[src/rtl/mac_pkg.sv]
`default_nettype none
// ============================================================================
//  Module   : mac_pkg
//  Purpose  : Shared constants and state encoding for the MAC sequencer.
//  Revision : 1.0 - initial release
// ============================================================================
package mac_pkg;

  // Default upper bound on terms per job and width of the term count/index.
  localparam int c_MAX_TERMS = 10;
  localparam int c_CNT_W     = 4;

  // Controller states, one per phase of a dot-product job.
  typedef enum logic [2:0] {
    S_IDLE    = 3'd0,
    S_WAIT_OP = 3'd1,
    S_LOAD_AB = 3'd2,
    S_MAC     = 3'd3,
    S_OUT     = 3'd4,
    S_FINISH  = 3'd5
  } state_t;

endpackage : mac_pkg
`default_nettype wire

[src/rtl/mac_term_counter.sv]
`default_nettype none
// ============================================================================
//  Module   : mac_term_counter
//  Purpose  : Loadable term counter. An up-counter supplies the 0-based term
//             index while a down-counter of remaining terms yields the
//             last-term flag without a subtract-and-compare on the index.
//  Revision : 1.0 - initial release
// ============================================================================
module mac_term_counter
  import mac_pkg::*;
#(
  parameter int CNT_W = c_CNT_W
) (
  input  logic             clk,
  input  logic             rst,
  input  logic             i_load,
  input  logic [CNT_W-1:0] i_count,
  input  logic             i_inc,
  output logic [CNT_W-1:0] o_idx,
  output logic             o_last
);

  logic [CNT_W-1:0] r_idx;
  logic [CNT_W-1:0] r_remain;

  // Load clears the index and arms the remaining-term count; increments
  // stop at the last term so the index can never run past the job length.
  always_ff @(posedge clk or negedge rst) begin
    if (!rst) begin
      r_idx    <= '0;
      r_remain <= '0;
    end else if (i_load) begin
      r_idx    <= '0;
      r_remain <= i_count - CNT_W'(1);
    end else if (i_inc && (r_remain != '0)) begin
      r_idx    <= r_idx + CNT_W'(1);
      r_remain <= r_remain - CNT_W'(1);
    end
  end

  assign o_idx  = r_idx;
  assign o_last = (r_remain == '0);

endmodule : mac_term_counter
`default_nettype wire

[src/rtl/mac_controller.sv]
`default_nettype none
// ============================================================================
//  Module   : mac_controller
//  Purpose  : Sequences a 4-bit multiply-accumulate datapath through an
//             N-term dot product. Operand pairs arrive over valid/ready;
//             the controller issues one-hot load strobes, the term counter
//             enable and a busy/done job status. All outputs are registered
//             and decoded from the next state.
//  Revision : 1.0 - initial release
// ============================================================================
module mac_controller
  import mac_pkg::*;
#(
  parameter int MAX_TERMS = c_MAX_TERMS,
  parameter int CNT_W     = c_CNT_W
) (
  input  logic             clk,
  input  logic             rst,
  input  logic             start,
  input  logic [CNT_W-1:0] n_terms,
  input  logic             in_valid,
  output logic             in_ready,
  output logic             load_a,
  output logic             load_b,
  output logic             load_m,
  output logic             load_acc,
  output logic             load_out,
  output logic             count_enable,
  output logic             busy,
  output logic             done,
  output logic [CNT_W-1:0] term_idx
);

  localparam logic [CNT_W-1:0] c_MAX_CNT = CNT_W'(MAX_TERMS);

  state_t           r_state;
  state_t           w_next;

  logic [CNT_W-1:0] w_n_clamped;
  logic [CNT_W-1:0] w_idx;
  logic             w_last;
  logic             w_load_cnt;
  logic             w_inc;

  logic             w_in_ready;
  logic             w_load_ab;
  logic             w_load_m;
  logic             w_load_acc;
  logic             w_load_out;
  logic             w_cnt_en;
  logic             w_busy;
  logic             w_done;

  logic             r_in_ready;
  logic             r_load_ab;
  logic             r_load_m;
  logic             r_load_acc;
  logic             r_load_out;
  logic             r_cnt_en;
  logic             r_busy;
  logic             r_done;

  // Requested term count limited to the supported maximum.
  always_comb begin
    w_n_clamped = (n_terms > c_MAX_CNT) ? c_MAX_CNT : n_terms;
  end

  mac_term_counter #(
    .CNT_W   (CNT_W)
  ) u_term_counter (
    .clk     (clk),
    .rst     (rst),
    .i_load  (w_load_cnt),
    .i_count (w_n_clamped),
    .i_inc   (w_inc),
    .o_idx   (w_idx),
    .o_last  (w_last)
  );

  // Next-state logic plus output decode from the next state. The index is
  // unchanged between LOAD_AB and MAC, so the current index selects
  // load_m (first term) versus load_acc for the upcoming MAC cycle.
  always_comb begin
    w_next     = r_state;
    w_load_cnt = 1'b0;
    w_inc      = 1'b0;

    case (r_state)
      S_IDLE: begin
        if (start && (n_terms != '0)) begin
          w_next     = S_WAIT_OP;
          w_load_cnt = 1'b1;
        end
      end
      S_WAIT_OP: begin
        if (in_valid) begin
          w_next = S_LOAD_AB;
        end
      end
      S_LOAD_AB: begin
        w_next = S_MAC;
      end
      S_MAC: begin
        if (w_last) begin
          w_next = S_OUT;
        end else begin
          w_next = S_WAIT_OP;
          w_inc  = 1'b1;
        end
      end
      S_OUT: begin
        w_next = S_FINISH;
      end
      S_FINISH: begin
        w_next = S_IDLE;
      end
      default: begin
        w_next = S_IDLE;
      end
    endcase

    w_in_ready = (w_next == S_WAIT_OP);
    w_load_ab  = (w_next == S_LOAD_AB);
    w_load_m   = (w_next == S_MAC) && (w_idx == '0);
    w_load_acc = (w_next == S_MAC) && (w_idx != '0);
    w_load_out = (w_next == S_OUT);
    w_cnt_en   = (w_next == S_MAC);
    w_busy     = (w_next == S_WAIT_OP) || (w_next == S_LOAD_AB) ||
                 (w_next == S_MAC)     || (w_next == S_OUT);
    w_done     = (w_next == S_FINISH);
  end

  // State register and registered outputs; reset abandons any job at once.
  always_ff @(posedge clk or negedge rst) begin
    if (!rst) begin
      r_state    <= S_IDLE;
      r_in_ready <= 1'b0;
      r_load_ab  <= 1'b0;
      r_load_m   <= 1'b0;
      r_load_acc <= 1'b0;
      r_load_out <= 1'b0;
      r_cnt_en   <= 1'b0;
      r_busy     <= 1'b0;
      r_done     <= 1'b0;
    end else begin
      r_state    <= w_next;
      r_in_ready <= w_in_ready;
      r_load_ab  <= w_load_ab;
      r_load_m   <= w_load_m;
      r_load_acc <= w_load_acc;
      r_load_out <= w_load_out;
      r_cnt_en   <= w_cnt_en;
      r_busy     <= w_busy;
      r_done     <= w_done;
    end
  end

  assign in_ready     = r_in_ready;
  assign load_a       = r_load_ab;
  assign load_b       = r_load_ab;
  assign load_m       = r_load_m;
  assign load_acc     = r_load_acc;
  assign load_out     = r_load_out;
  assign count_enable = r_cnt_en;
  assign busy         = r_busy;
  assign done         = r_done;
  assign term_idx     = w_idx;

endmodule : mac_controller
`default_nettype wire

[config.mk]
export PLATFORM = sky130hd
export DESIGN_NAME = mac_controller
export DESIGN_NICKNAME = d
export VERILOG_FILES = /design/src/rtl/mac_pkg.sv /design/src/rtl/mac_term_counter.sv /design/src/rtl/mac_controller.sv
export SDC_FILE = /design/constraint.sdc
export NUM_CORES = 1
export LEC_CHECK = 0
export BUFFER_PORTS_ARGS = -buffer_cell sky130_fd_sc_hd__buf_2
export CORE_MARGIN = 1
export CORE_UTILIZATION = 42
export DETAILED_ROUTE_END_ITERATION = 8
export SETUP_SLACK_MARGIN = 0.05
export SLEW_MARGIN = 20
export SYNTH_ARGS = -nofsm -noshare
export SYNTH_HDL_FRONTEND = slang
export SYNTH_HIERARCHICAL = 1
export SYNTH_SLANG_ARGS = --single-unit
[constraint.sdc]
create_clock -name clk -period 4 [get_ports clk]
set_input_delay 0.6 -clock clk [delete_from_list [all_inputs] [get_ports clk]]
set_output_delay 0.6 -clock clk [all_outputs]
set_load 0.02 [all_outputs]
# After elaboration in Yosys (flattened, before gate mapping)
# Index checks and enable logic that the tools add are counted.
totals:
  memories: 0
  in_bits: 8
  rom_bits: 0
  register_bits: 19
  word_cells: 51
  ram_bits: 0
  latch_bits: 0
  out_inout_bits: 13
classes:
  n_reduce_logical: 14
  bitwise_logic: 0
  eq_ne: 9
  magnitude_cmp: 1
  mul: 0
  div: 0
  mux: 13
  shift: 0
  add_sub_neg: 3
ops:
  columns: ["op", "count"]
  rows:
  - ["4-bit two-way mux", 5]
  - ["3-bit case mux with 5 select lines", 1]
  - ["3-bit by 2-bit == test with 1-bit output, second input constant", 4]
  - ["4-bit nonzero test", 3]
  - ["3-bit == test, second input constant", 3]
  - ["3-bit two-way mux", 3]
  - ["4-bit logical NOT", 2]
  - ["4-bit by 1-bit subtractor with 4-bit output, second input constant", 2]
  - ["3-bit by 1-bit == test with 1-bit output, second input constant", 2]
  - ["4-bit by 1-bit adder with 4-bit output, second input constant", 1]
  - ["4-bit greater-than comparator, second input constant", 1]
  - ["1-bit logical AND", 4]
  - ["1-bit two-way mux", 4]
  - ["3-bit logical NOT", 1]
  - ["1-bit logical OR", 3]
  - ["2-bit nonzero test", 1]

# Logic depth before layout (Yosys ltp)
depth:
  word_depth: 8
  ltp_mapped: 9
  mapped_depth_nobuf: 7

# Cells and area by module
# Netlist, hierarchy kept.
by_module_without_submodules:
  columns: ["module", "area_each_um2", "seq_area_each_um2", "instances", "cells_each"]
  rows:
  - ["mac_controller", 515.5, 275.3, 1, 45]
  - ["mac_term_counter", 464.2, 200.2, 1, 46]

# Worst setup path before layout
# OpenSTA, ideal clock, no wires.
synth_path:
  path_kind: "input port to flip-flop"
  startpoint: "input port n_terms[0]"
  endpoint: "register u_term_counter.r_remain[2]"
  required_time_ns: 3.858
  setup_time_ns: 0.142
  path_slack_ns: 1.573
  stages: 8
  arrival_ns: 2.285
  path_cell_list: "or4_4 and2_4 clkbuf_1 mux2i_1 ha_1 nor2b_1 a221oi_2 a21oi_1"
synth_between:
  elab_chain_len: 5
synth_rtl:
  columns: ["element", "line", "text"]
  rows:
  - ["start, declared", "mac_controller.sv:20", "input logic [CNT_W-1:0] n_terms,"]
  - ["4-bit nonzero test (*)", "mac_controller.sv:90", "if (start && (n_terms != '0)) begin"]
  - ["1-bit logical AND (*)", "mac_controller.sv:90", null]
  - ["1-bit two-way mux (*)", "mac_controller.sv:90", null]
  - ["1-bit two-way mux (*)", "mac_controller.sv:88", "case (r_state)"]
  - ["via w_load_cnt", "mac_controller.sv:42", "logic w_load_cnt;"]
  - ["4-bit two-way mux or 2-bit nonzero test (tied branches)", null, null]
  - ["end signal, assigned", "mac_term_counter.sv:34", "r_remain <= i_count - CNT_W'(1);"]
  - ["end signal, assigned", "mac_term_counter.sv:37", "r_remain <= r_remain - CNT_W'(1);"]
  - ["end, declared", "mac_term_counter.sv:24", "logic [CNT_W-1:0] r_remain;"]
# The timed path passes the listed nets; every way through them passes the cells marked *.
# A chain may end at the register's enable or synchronous reset.

# Final worst setup path
layout_path:
  startpoint: "register r_state[1]"
  endpoint: "register u_term_counter.r_remain[2]"
layout_lines:
  columns: ["element", "line", "text"]
  rows:
  - ["start, declared", "mac_controller.sv:36", "state_t r_state;"]
  - ["start signal, assigned", "mac_controller.sv:146", "r_state <= w_next;"]
  - ["3-bit logical NOT (*)", "mac_controller.sv:88", null]
  - ["1-bit two-way mux (*)", "mac_controller.sv:88", null]
  - ["via w_load_cnt", "mac_controller.sv:42", null]
  - ["4-bit two-way mux or 2-bit nonzero test (tied branches)", null, null]
# Marks and branches as above.

==> results.ini <==
[pwr]
cellLeakagePower_nw=0.520
vdd_drop_max_mv=0.364
powerDensity_nw_per_um2=734

[final_layout]
layout-drive-gt1-share_pct=29.1
multiInputGateArea_um2=454
nets=121
regArea_um2=475
layout_common_cells=buf_2 (20), dfrtp_1 (19), inv_1 (6)
final_common_cell=buf_2
synthToLayoutAreaGrowth_pct=13.8
fin_area_um2=1110
antenna_cells=0
fillers=216

[floorplan]
rows=17
die_w_um=50.3
initial_core_util_pct=44.3
die_height_um=50.3
ioPinCount=21
die_area_um2=2530
core_um2=2210

[clocking]
tritoncts=yes
postCtsSetupBuffers=0
clockRootBuffer=clkbuf_4
cts_resized=0
cts_made_buffers=3
max-clock-path-buffers=2
htreeDepth=1
clkTransAtPathRegs_ns=0.10
clock-sinks=19
clkLatencyLatePin_ns=0.29
hold_buffers=0

[critical_path]
slowest_delay_ns=0.50
crit_path_top_delay_cell=dfrtp_1
reg2reg_depth=7
startpoint=r_state[1]
end_kind=flip-flop
crit_path_end=u_term_counter/r_remain[2]
r2r-end=u_term_counter/r_remain[2]
regToRegSetupSlack_ns=1.89
arrival_ns=2.30
startpoint_type=flip-flop
path_cells=nor4b_2, and2_4, mux2i_1, ha_1, nand2_1, a221oi_2, a21oi_1
worstSetupPathType=reg2reg
required_ns=4.18
r2r_start=r_state[1]
cp_max_fo=15

[placement]
placed_cell_area_um2=1090
portBuffers=20
hpwl_um=1280
routabilityCongestion=0.743

[timing]
setup_viol_count_final=0
final_hold_viol_count=0
fmax_ghz=0.473
slew_headroom_pct=63.4
fin_tns_setup_ns=0
fin_skew_ns=0.000962
rsz0062_at_grt=no
period_minus_slack_ns=2.11
tightestPinTransition_ns=0.544
fin_crit_sh_pct=52.8
final-max-slew-violation-count=0

[synth]
synth_nets=101
synth_flop_cell=dfrtp_1
yosysSeqAreaShare_pct=48.5
synth_warnings=6
async_flop_share_pct=100
synth-seq-cells=19
synth_cells=91
syn_area_per_cell_um2=10.8
synth_edf_count=0
yosysUniqueCellTypes=42
netlist_area_um2=980

[drt]
drtAntennaViolNets=0
first_pass_iters=4
wl_um=1710
first_iter_violations=17
wl_per_cell_um=12.4
vias=753
drc=0
viasPerCell=5.46

[job]
cap_violations=0

[grt]
grt_pass1_wl_um=3010
grt_pass1_vias=691
grt-ovfl-total=0
grt_util_all_layers_pct=15.7
grt_max_degree=20
antenna_found_initial=0

[outcome]
status=finished, final reports clean

[hold_path]
hold_path.class=in2async

[per-stage QoR]
| step | hold slack [ns] | total power, mW | setup slack [ns] | utilization [%] | cells |
|---|---|---|---|---|---|
| floorplan | 0.304 | 0.637 | 1.57 | - | 91 |
| global placement | 0.562 | 0.722 | 1.65 | 49.2 | 134 |
| detailed placement | 0.564 | 0.730 | 1.60 | 49.2 | 134 |
| CTS | 0.230 | 0.828 | 1.90 | 50.4 | 138 |
| global route | 0.236 | 0.890 | 1.72 | 50.4 | 138 |
| finish | 0.219 | 0.818 | 1.89 | 50.4 | 138 |
[metal layers]
metal,GRT usage (%),share of wire [%]
met1,20.6,46
met2,24.7,48
met3,5.45,5.2
met4,4.17,0.70
met5,0,0
[worst min path at each step]
stage	startpoint	depth (start not counted)	end
2_1_floorplan	rst	0	busy
3_3_place_gp	rst	1	u_term_counter/o_idx[2]
3_5_place_dp	rst	1	count_enable
4_1_cts	rst	1	u_term_counter/o_idx[1]
5_1_grt	rst	1	count_enable
6_report	rst	1	load_acc
[area by class of cell]
cell class | count | share of cell area, %
clock inverter | 1 | 0.449
sequential | 19 | 42.6
timing repair buffer | 20 | 8.98
inverter | 6 | 2.02
clock buffer | 3 | 2.02
multi-input combinational | 61 | 40.7
tap | 28 | 3.14
[Yosys cell counts, types with 2 or more instances]
cell type,n,area (um2)
ha_1,2,25.0
nor3b_1,2,15.0
or3_1,2,12.5
nor2b_1,4,25.0
mux2i_1,3,30.0
nor3_1,2,10.0
xnor2_1,4,35.0
dfrtp_1,19,475
a21oi_1,5,25.0
o21ai_1,2,10.0
inv_1,6,22.5
nand2_1,4,15.0
nor2_1,4,15.0
buf_4,2,15.0
clkbuf_1,2,7.51
a31oi_1,2,12.5
[worst max-delay path, delay by kind of cell (launching register included)]
family          cells  cell delay [ns]
mux                 1             0.21
flops               1             0.50
simple gates        3             0.73
compound gates      2             0.33
fa+ha+maj           1             0.21
[power breakdown]
group	leakage, nW	switching, mW	internal [mW]
sequential	0.244	0.0856	0.262
clock	0.0177	0.0582	0.0372
combinational	0.259	0.202	0.173
total	0.520	0.346	0.473
[flip-flops by register name, indices dropped and copies added, names as in the netlist]
register,cells
load_a,1
busy,1
u_term_counter/o_idx,4
in_ready,1
done,1
count_enable,1
load_m,1
r_state,3
load_acc,1
u_term_counter/r_remain,4
load_out,1
[cell families after synthesis]
| kind of cell | share of synthesized area [%] |
|---|---|
| AO/OA/AOI/OAI | 14.9 |
| XOR/XNOR | 3.58 |
| adder cells (fa/ha/maj) | 2.55 |
| buffers and inverters | 5.11 |
| flip-flops | 48.5 |
| multiplexers | 3.07 |
| AND/OR/NAND/NOR | 22.2 |
No activity file was read; power rests on OpenSTA's default activity.
